$ cat src/rtl/store_unit.sv
// store_unit: byte/half/word stores onto a single word-wide BRAM port.
// Word stores write in one cycle. Sub-word stores read the target word,
// merge the new bytes in per lane, then write it back.
// Only one store is in flight at a time, so there is no read-after-write
// hazard between consecutive stores to the same word.

// One byte lane of the write-back merge: keep the old byte or take the new one.
module store_lane (
  input  logic       en,
  input  logic [7:0] old_b,
  input  logic [7:0] new_b,
  output logic [7:0] out_b
);
  assign out_b = en ? new_b : old_b;
endmodule

module store_unit #(
  parameter int DATA_WIDTH = 32,
  parameter int ADDR_WIDTH = 12
) (
  input  logic                  i_clk,
  input  logic                  i_rst,
  input  logic                  i_valid,
  output logic                  o_ready,
  input  logic [31:0]           i_addr,
  input  logic [DATA_WIDTH-1:0] i_data,
  input  logic [1:0]            i_size,
  output logic                  o_done,
  output logic                  o_err,
  output logic [31:0]           o_mem_addr,
  output logic [DATA_WIDTH-1:0] o_mem_data,
  output logic                  o_mem_write,
  input  logic [DATA_WIDTH-1:0] i_mem_data
);
  localparam int NUM_LANES = DATA_WIDTH / 8;

  typedef enum logic [1:0] {IDLE = 2'd0, RD = 2'd1, WR = 2'd2} state_t;

  // Only the byte-offset and word-index bits of the address matter;
  // higher bits alias onto the same BRAM words.
  typedef struct packed {
    logic [ADDR_WIDTH+1:0] addr;
    logic [DATA_WIDTH-1:0] data;
    logic [1:0]            size;
  } req_t;

  state_t state, state_nxt;
  req_t   req_q;
  logic   accept, req_err;

  logic unused_addr_hi;
  assign unused_addr_hi = ^i_addr[31:ADDR_WIDTH+2];

  assign accept = i_valid && (state == IDLE);

  // Reserved size, odd halfword and non-word-aligned word are all rejected.
  assign req_err = (i_size == 2'd3) ||
                   ((i_size == 2'd1) && i_addr[0]) ||
                   ((i_size == 2'd2) && (i_addr[1:0] != 2'b00));

  // State register; reset aborts any in-flight store.
  always_ff @(posedge i_clk or posedge i_rst) begin
    if (i_rst) state <= IDLE;
    else       state <= state_nxt;
  end

  // Next state: good word stores go straight to WR, sub-word stores read first.
  always_comb begin
    state_nxt = state;
    unique case (state)
      IDLE: if (accept && !req_err) state_nxt = (i_size == 2'd2) ? WR : RD;
      RD:   state_nxt = WR;
      WR:   state_nxt = IDLE;
      default: state_nxt = IDLE;
    endcase
  end

  // Request latch; inputs are only looked at on the accept cycle.
  always_ff @(posedge i_clk or posedge i_rst) begin
    if (i_rst)       req_q <= '0;
    else if (accept) req_q <= '{addr: i_addr[ADDR_WIDTH+1:0], data: i_data, size: i_size};
  end

  // Completion / rejection pulses, one cycle after WR or after a bad accept.
  always_ff @(posedge i_clk or posedge i_rst) begin
    if (i_rst) begin
      o_done <= 1'b0;
      o_err  <= 1'b0;
    end else begin
      o_done <= (state == WR);
      o_err  <= accept && req_err;
    end
  end

  // Per-lane merge of the read-back word with the store data.
  logic [NUM_LANES-1:0][7:0] old_lanes, mrg_lanes;
  assign old_lanes = i_mem_data;

  for (genvar l = 0; l < NUM_LANES; l++) begin : g_lane
    localparam logic [1:0] LANE = 2'(l);
    logic       en;
    logic [7:0] nb;

    // Lane select and source byte for the latched size/offset.
    always_comb begin
      en = 1'b1;
      nb = req_q.data[8*l +: 8];
      unique case (req_q.size)
        2'd0: begin
          en = (req_q.addr[1:0] == LANE);
          nb = req_q.data[7:0];
        end
        2'd1: begin
          en = (req_q.addr[1] == LANE[1]);
          nb = LANE[0] ? req_q.data[15:8] : req_q.data[7:0];
        end
        default: begin
          en = 1'b1;
          nb = req_q.data[8*l +: 8];
        end
      endcase
    end

    store_lane u_lane (
      .en    (en),
      .old_b (old_lanes[l]),
      .new_b (nb),
      .out_b (mrg_lanes[l])
    );
  end

  // Port B drive: decoded from state so reset drops the write strobe at once.
  always_comb begin
    o_ready     = (state == IDLE);
    o_mem_write = (state == WR);
    o_mem_addr  = '0;
    o_mem_data  = '0;
    if (state != IDLE) o_mem_addr = {{(32-ADDR_WIDTH){1'b0}}, req_q.addr[ADDR_WIDTH+1:2]};
    if (state == WR)   o_mem_data = mrg_lanes;
  end

endmodule

$ cat config.mk
export PLATFORM = sky130hd
export DESIGN_NAME = store_unit
export DESIGN_NICKNAME = d
export VERILOG_FILES = /design/src/rtl/store_unit.sv
export SDC_FILE = /design/constraint.sdc
export NUM_CORES = 1
export LEC_CHECK = 0
export CORE_UTILIZATION = 43
export DETAILED_ROUTE_END_ITERATION = 6
export PLACE_DENSITY = 0.95
export SLEW_MARGIN = 0
export SYNTH_ARGS = -nofsm -noshare
export SYNTH_HDL_FRONTEND = slang
export SYNTH_SLANG_ARGS = --single-unit
$ cat constraint.sdc
create_clock -name i_clk -period 2.6 [get_ports i_clk]
set_clock_uncertainty 0.1 [all_clocks]
set_input_delay 0.39 -clock i_clk [delete_from_list [all_inputs] [get_ports i_clk]]
set_output_delay 0.39 -clock i_clk [all_outputs]
set_load 0.005 [all_outputs]
* Yosys cells after proc, flatten, opt, wreduce, memory -nomap -nowiden
Cells that the tools add are included.
Storage, ports and cells: output and inout port bits 68, memories 0, memory bits (read-only) 0, latch bits 0, register bits after elaboration 52, bits in writable memories 0
Operators by class: shift-type cells 0, div/mod/pow operators 0, $add $sub $neg 0, multiplexer cells 16, equal/unequal tests 10, bitwise operators 1, reduce and logical (&&, ||, !) cells 14, multiply operators 0, magnitude comparators 0
Operator list (number):
- 2-to-1 mux 8 bit | 6
- 2-to-1 mux 32 bit | 1
- one-hot mux 8 bit (2 select lines) | 1
- 2-to-1 mux 12 bit | 1
- equality test 2 bit, second input constant | 5
- equality test 2 x 1 -> 1 bit, second input constant | 4
- one-hot mux 1 bit (2 select lines) | 4
- logical NOT 2 bit | 3
- logical AND 1 bit | 5
- 2-to-1 mux 2 bit | 2
- one-hot mux 2 bit (2 select lines) | 1
- nonzero test 2 bit | 2
- logical OR 1 bit | 2
- != test 2 x 1 -> 1 bit, second input constant | 1
- OR reduction 2 bit | 1
- logical NOT 1 bit | 1
- NOT 1 bit | 1

* Depth between registers and ports, before layout
depth in word-level cells 8, depth in mapped cells 6, depth with buffers taken out 3

* By module
A second synthesis with hierarchy kept.
Unflattened totals: cell total of the unflattened synthesis 273, area total of the unflattened synthesis 3385.7 um^2
By module, submodules not included:
- store_unit | cells each 237, instances 1, seq. area each 1301.2 um^2, area an instance 2860.2 um^2
- store_lane | cells each 9, instances 4, seq. area each 0.0 um^2, area an instance 131.4 um^2

* Worst setup path before layout
No wires, ideal clock.
path kind reg-to-output, start register req_q[34] in the netlist's numbering, end output o_mem_data[10], data arrival time 1.309 ns, required time 2.110 ns, setup slack 0.801 ns, stages on the path, launching flop included 6, cell sequence dfrtp_1 o21ba_2 buf_2 or2_2 buf_2 a21oi_1
On the way: cells in the longest elaborated chain, start to end 4
RTL lines:
- start, declared | line 48 | req_t req_q;
- start signal, assigned | line 81 | else if (accept) req_q <= '{addr: i_addr[ADDR_WIDTH+1:0], data: i_data, size: i_size};
- equality test 2 x 1 -> 1 bit | line 110 | en = (req_q.addr[1:0] == LANE);
- one-hot mux 1 bit (2 select lines) | line 108 | unique case (req_q.size)
- 2-to-1 mux 8 bit | line 14 | assign out_b = en ? new_b : old_b;
- 2-to-1 mux 32 bit | line 139 | if (state == WR) o_mem_data = mrg_lanes;
- end, declared | line 31 | output logic [DATA_WIDTH-1:0] o_mem_data,
Every way passes these cells.

* Final worst setup path
start register req_q[1] in the netlist's numbering, end output o_mem_data[12]
On the way: cells in the longest elaborated chain, start to end 4, elaborated cells between the ends (all ways) 6, classes of those cells 1 x eq/ne; 4 x mux; 1 x reduce/logical
RTL lines (line):
- equality test 2 x 1 -> 1 bit or logical NOT 2 bit (tied branches) | 108
- one-hot mux 1 bit (2 select lines) or 2-to-1 mux 8 bit (tied branches) | 108
- 2-to-1 mux 8 bit (*) | 14
- 2-to-1 mux 32 bit (*) | 139
Every way passes the cells marked *; elsewhere a longest branch is shown, timed or not.

==> flow_summary.yaml <==
placed_design:
  place.gp.congestion: 0.834
  dp_hpwl_mm: 6.35
  io_buffers: 130
  dp_slack_ns: 0.106
  placed_area_sq_mm: 0.00443
timing:
  fin_tns_setup_ns: 0
  max_freq_mhz: 392
  setup_violations: 0
  rsz0062_at_grt: "yes"
  period_share_pct: 98.2
  post-route-min-period_ns: 2.55
  slew_violations: 0
  finalHoldViolations: 0
  timing.final.ws_setup_ns: 0.0461
setup_path:
  critPathRequiredTime_ns: 2.11
  r2r_slack_ns: 0.42
  reg2reg_from: "state[1]"
  timing.rr.end: "req_q[43]"
  worst_r2r_path_depth: 5
  critical_path_arrival_ns: 2.06
  path_class: "flip-flop to primary output"
  crit_path_start_kind: "flip-flop"
  crit_path_end_kind: "primary output"
  crit_fanout: 30
global_route:
  grt_pass1_wl_mm: 13.7
  grtUsageMet1_pct: 29.3
  grt_max_degree: 31
  gr-usage-met2_pct: 40.4
  grt_pass1_vias: 2725
  grtUsageMet3_pct: 5.50
  antenna_found_initial: 0
  grt_usage_pct: 23.5
  grt-busiest-layer: "met2"
  grt-ovfl-total: 0
synthesis:
  yosys.area_share.simple_pct: 9.66
  synth_cell_types: 38
  seq_area_frac_synth_pct: 41.5
  synthFlopType: "dfrtp_1"
  yosysWarnings: 0
  avgSynthCellArea_sq_um: 11.1
  ys_seq_elements: 52
  synth_fa_ha_area_share_pct: 0
  ys_async_sr_fraction_pct: 100
  yosys.area_share.xor_xnor_pct: 0
  synth_edf_count: 0
  synth_cells: 283
  synth_top_family_by_area: "multiplexers"
  synth_area_sq_mm: 0.00314
  muxShareOfSynthArea_pct: 26.0
  synth_compound_area_share_pct: 12.9
layout:
  multi_input_area_sq_mm: 0.00168
  nNetsFinal: 521
  layout_common_cells: "115 x clkdlybuf4s50_1, 50 x dfrtp_1, 39 x mux2_2"
  mostFrequentLayoutCell: "clkdlybuf4s50_1"
  stdcell_area_sq_mm: 0.00478
  seq_area_sq_mm: 0.00130
  diodes: 0
  drive_gt1_share_pct: 25.2
  fill_cells: 514
  syn_to_final_growth_pct: 52.3
drt:
  drc: 0
  route.vias.total: 2752
  wirelength_mm: 8.88
  viasPerCell: 5.32
  routedWlPerCell_um: 17.2
  antenna_left: 0
  drtIter0Drc: 111
  firstDrtPassIters: 4
power:
  p_clk_share_pct: 23.3
  p_leak_nw: 2.18
  p_switching_mw: 0.765
  peakVddDrop_v: 0.000436
  power.total_mw: 2.59
  swShare_pct: 29.6
  p_per_area_mw_per_mm2: 541
  seqPwrFrac_pct: 41.1
  power_frac_comb_pct: 35.6
  p_int_mw: 1.82
floorplan:
  rows: 30
  start_util_pct: 45.4
  ios: 169
  core_sq_mm: 0.00691
  die_x_um: 87.4
  dieArea_sq_mm: 0.00764
  dieHeight_um: 87.4
status:
  status: "completed"
min_path:
  hold_class: "primary input to async pin"
clocking:
  hold_buffers: 0
  cts_tree: "built"
  cts-root-buf: "clkbuf_8"
  clkTransAtPathRegs_ns: 0.09
  clkLatencyLatePin_ns: 0.31
  clock_path_buffers: 2
  cts.sinks: 52
  cts_max_level: 2
  numCtsBuffers: 5
run:
  maxCapViolCount: 0
final cells by class:
cell class | instances | area share [%]
multi-input cells | 205 | 35.2
clock buffers | 7 | 2.02
well taps | 96 | 2.52
repair buffers | 153 | 32.1
flip-flops and latches | 52 | 27.3
clock inverters | 1 | 0.629
inverters | 3 | 0.236
per-layer routing:
layer	vias up	part of all wire [%]
met4	0	1.9
met1	1337	41
met2	148	50
met5	-	0
met3	18	7.3
li1	1249	-
registers in the layout, indices dropped and copies added (netlist names):
signal     flops
o_err          1
state          2
req_q         40
g_lane.nb      8
o_done         1
worst max-delay path by stage:
stage	from	endpoint	depth (start not counted)
5_1_grt	state[1]	o_mem_data[19]	5
6_report	req_q[1]	o_mem_data[12]	6
3_5_place_dp	state[0]	o_mem_data[27]	4
4_1_cts	state[1]	o_mem_data[21]	5
3_3_place_gp	state[0]	o_mem_data[31]	4
2_1_floorplan	req_q[34]	o_mem_data[10]	5
stage by stage:
step                      hold slack, ns  util [%]  instances
final                              0.283      69.1        517
after global routing               0.310      69.1        517
after CTS                          0.295      67.2        513
after detailed placement           0.368      64.1        498
after global placement             0.363      64.1        498
after floorplan                    0.348         -        302
power by group through the flow:
| stage | clock network [mW] | registers (mW) | logic, mW |
|---|---|---|---|
| after floorplan | 0 | 1.02 | 0.531 |
| after global placement | 0 | 1.06 | 0.821 |
| after detailed placement | 0 | 1.07 | 0.846 |
| after CTS | 0.619 | 1.06 | 0.892 |
| after global routing | 0.660 | 1.08 | 0.984 |
| final | 0.603 | 1.06 | 0.921 |
what timing repair did:
| action | in CTS | in global routing |
|---|---|---|
| gates resized for setup | 13 | 31 |
| pin swaps | 3 | 8 |
| cloned | 1 | 0 |
| buffers inserted | 6 | 4 |
| setup endpoints to repair | 30 | 34 |
worst max-delay path, cell delays in order, from the launching register on:
cell and delay [ns]:
dfrtp_1 0.44, buf_12 0.20, nor2_4 0.14, buf_4 0.14
mux2i_1 0.28, a21oi_2 0.09, clkdlybuf4s50_1 0.46
cells by family (layout without fill, tap and decap cells):
| logic type | count (synthesis) | in the layout |
|---|---|---|
| buf+inv | 46 | 164 |
| other cells | 1 | 20 |
| compound gates | 55 | 55 |
| flops | 52 | 52 |
| mux | 72 | 72 |
| simple gates | 57 | 58 |
Yosys cell counts (9+ instances only):
cell type  instances  share of area, %
nor2_1             9               1.1
a211oi_1          16               3.8
mux2_2            39                14
nor2b_1           10               2.0
a21oi_1           10               1.6
buf_4             24               5.7
dfrtp_1           52                42
mux2i_1           24               7.7
buf_2             13               2.1
mux2_4             9               4.3
nand2_1           16               1.9
Note: power is estimated with default switching activity, not from simulation.
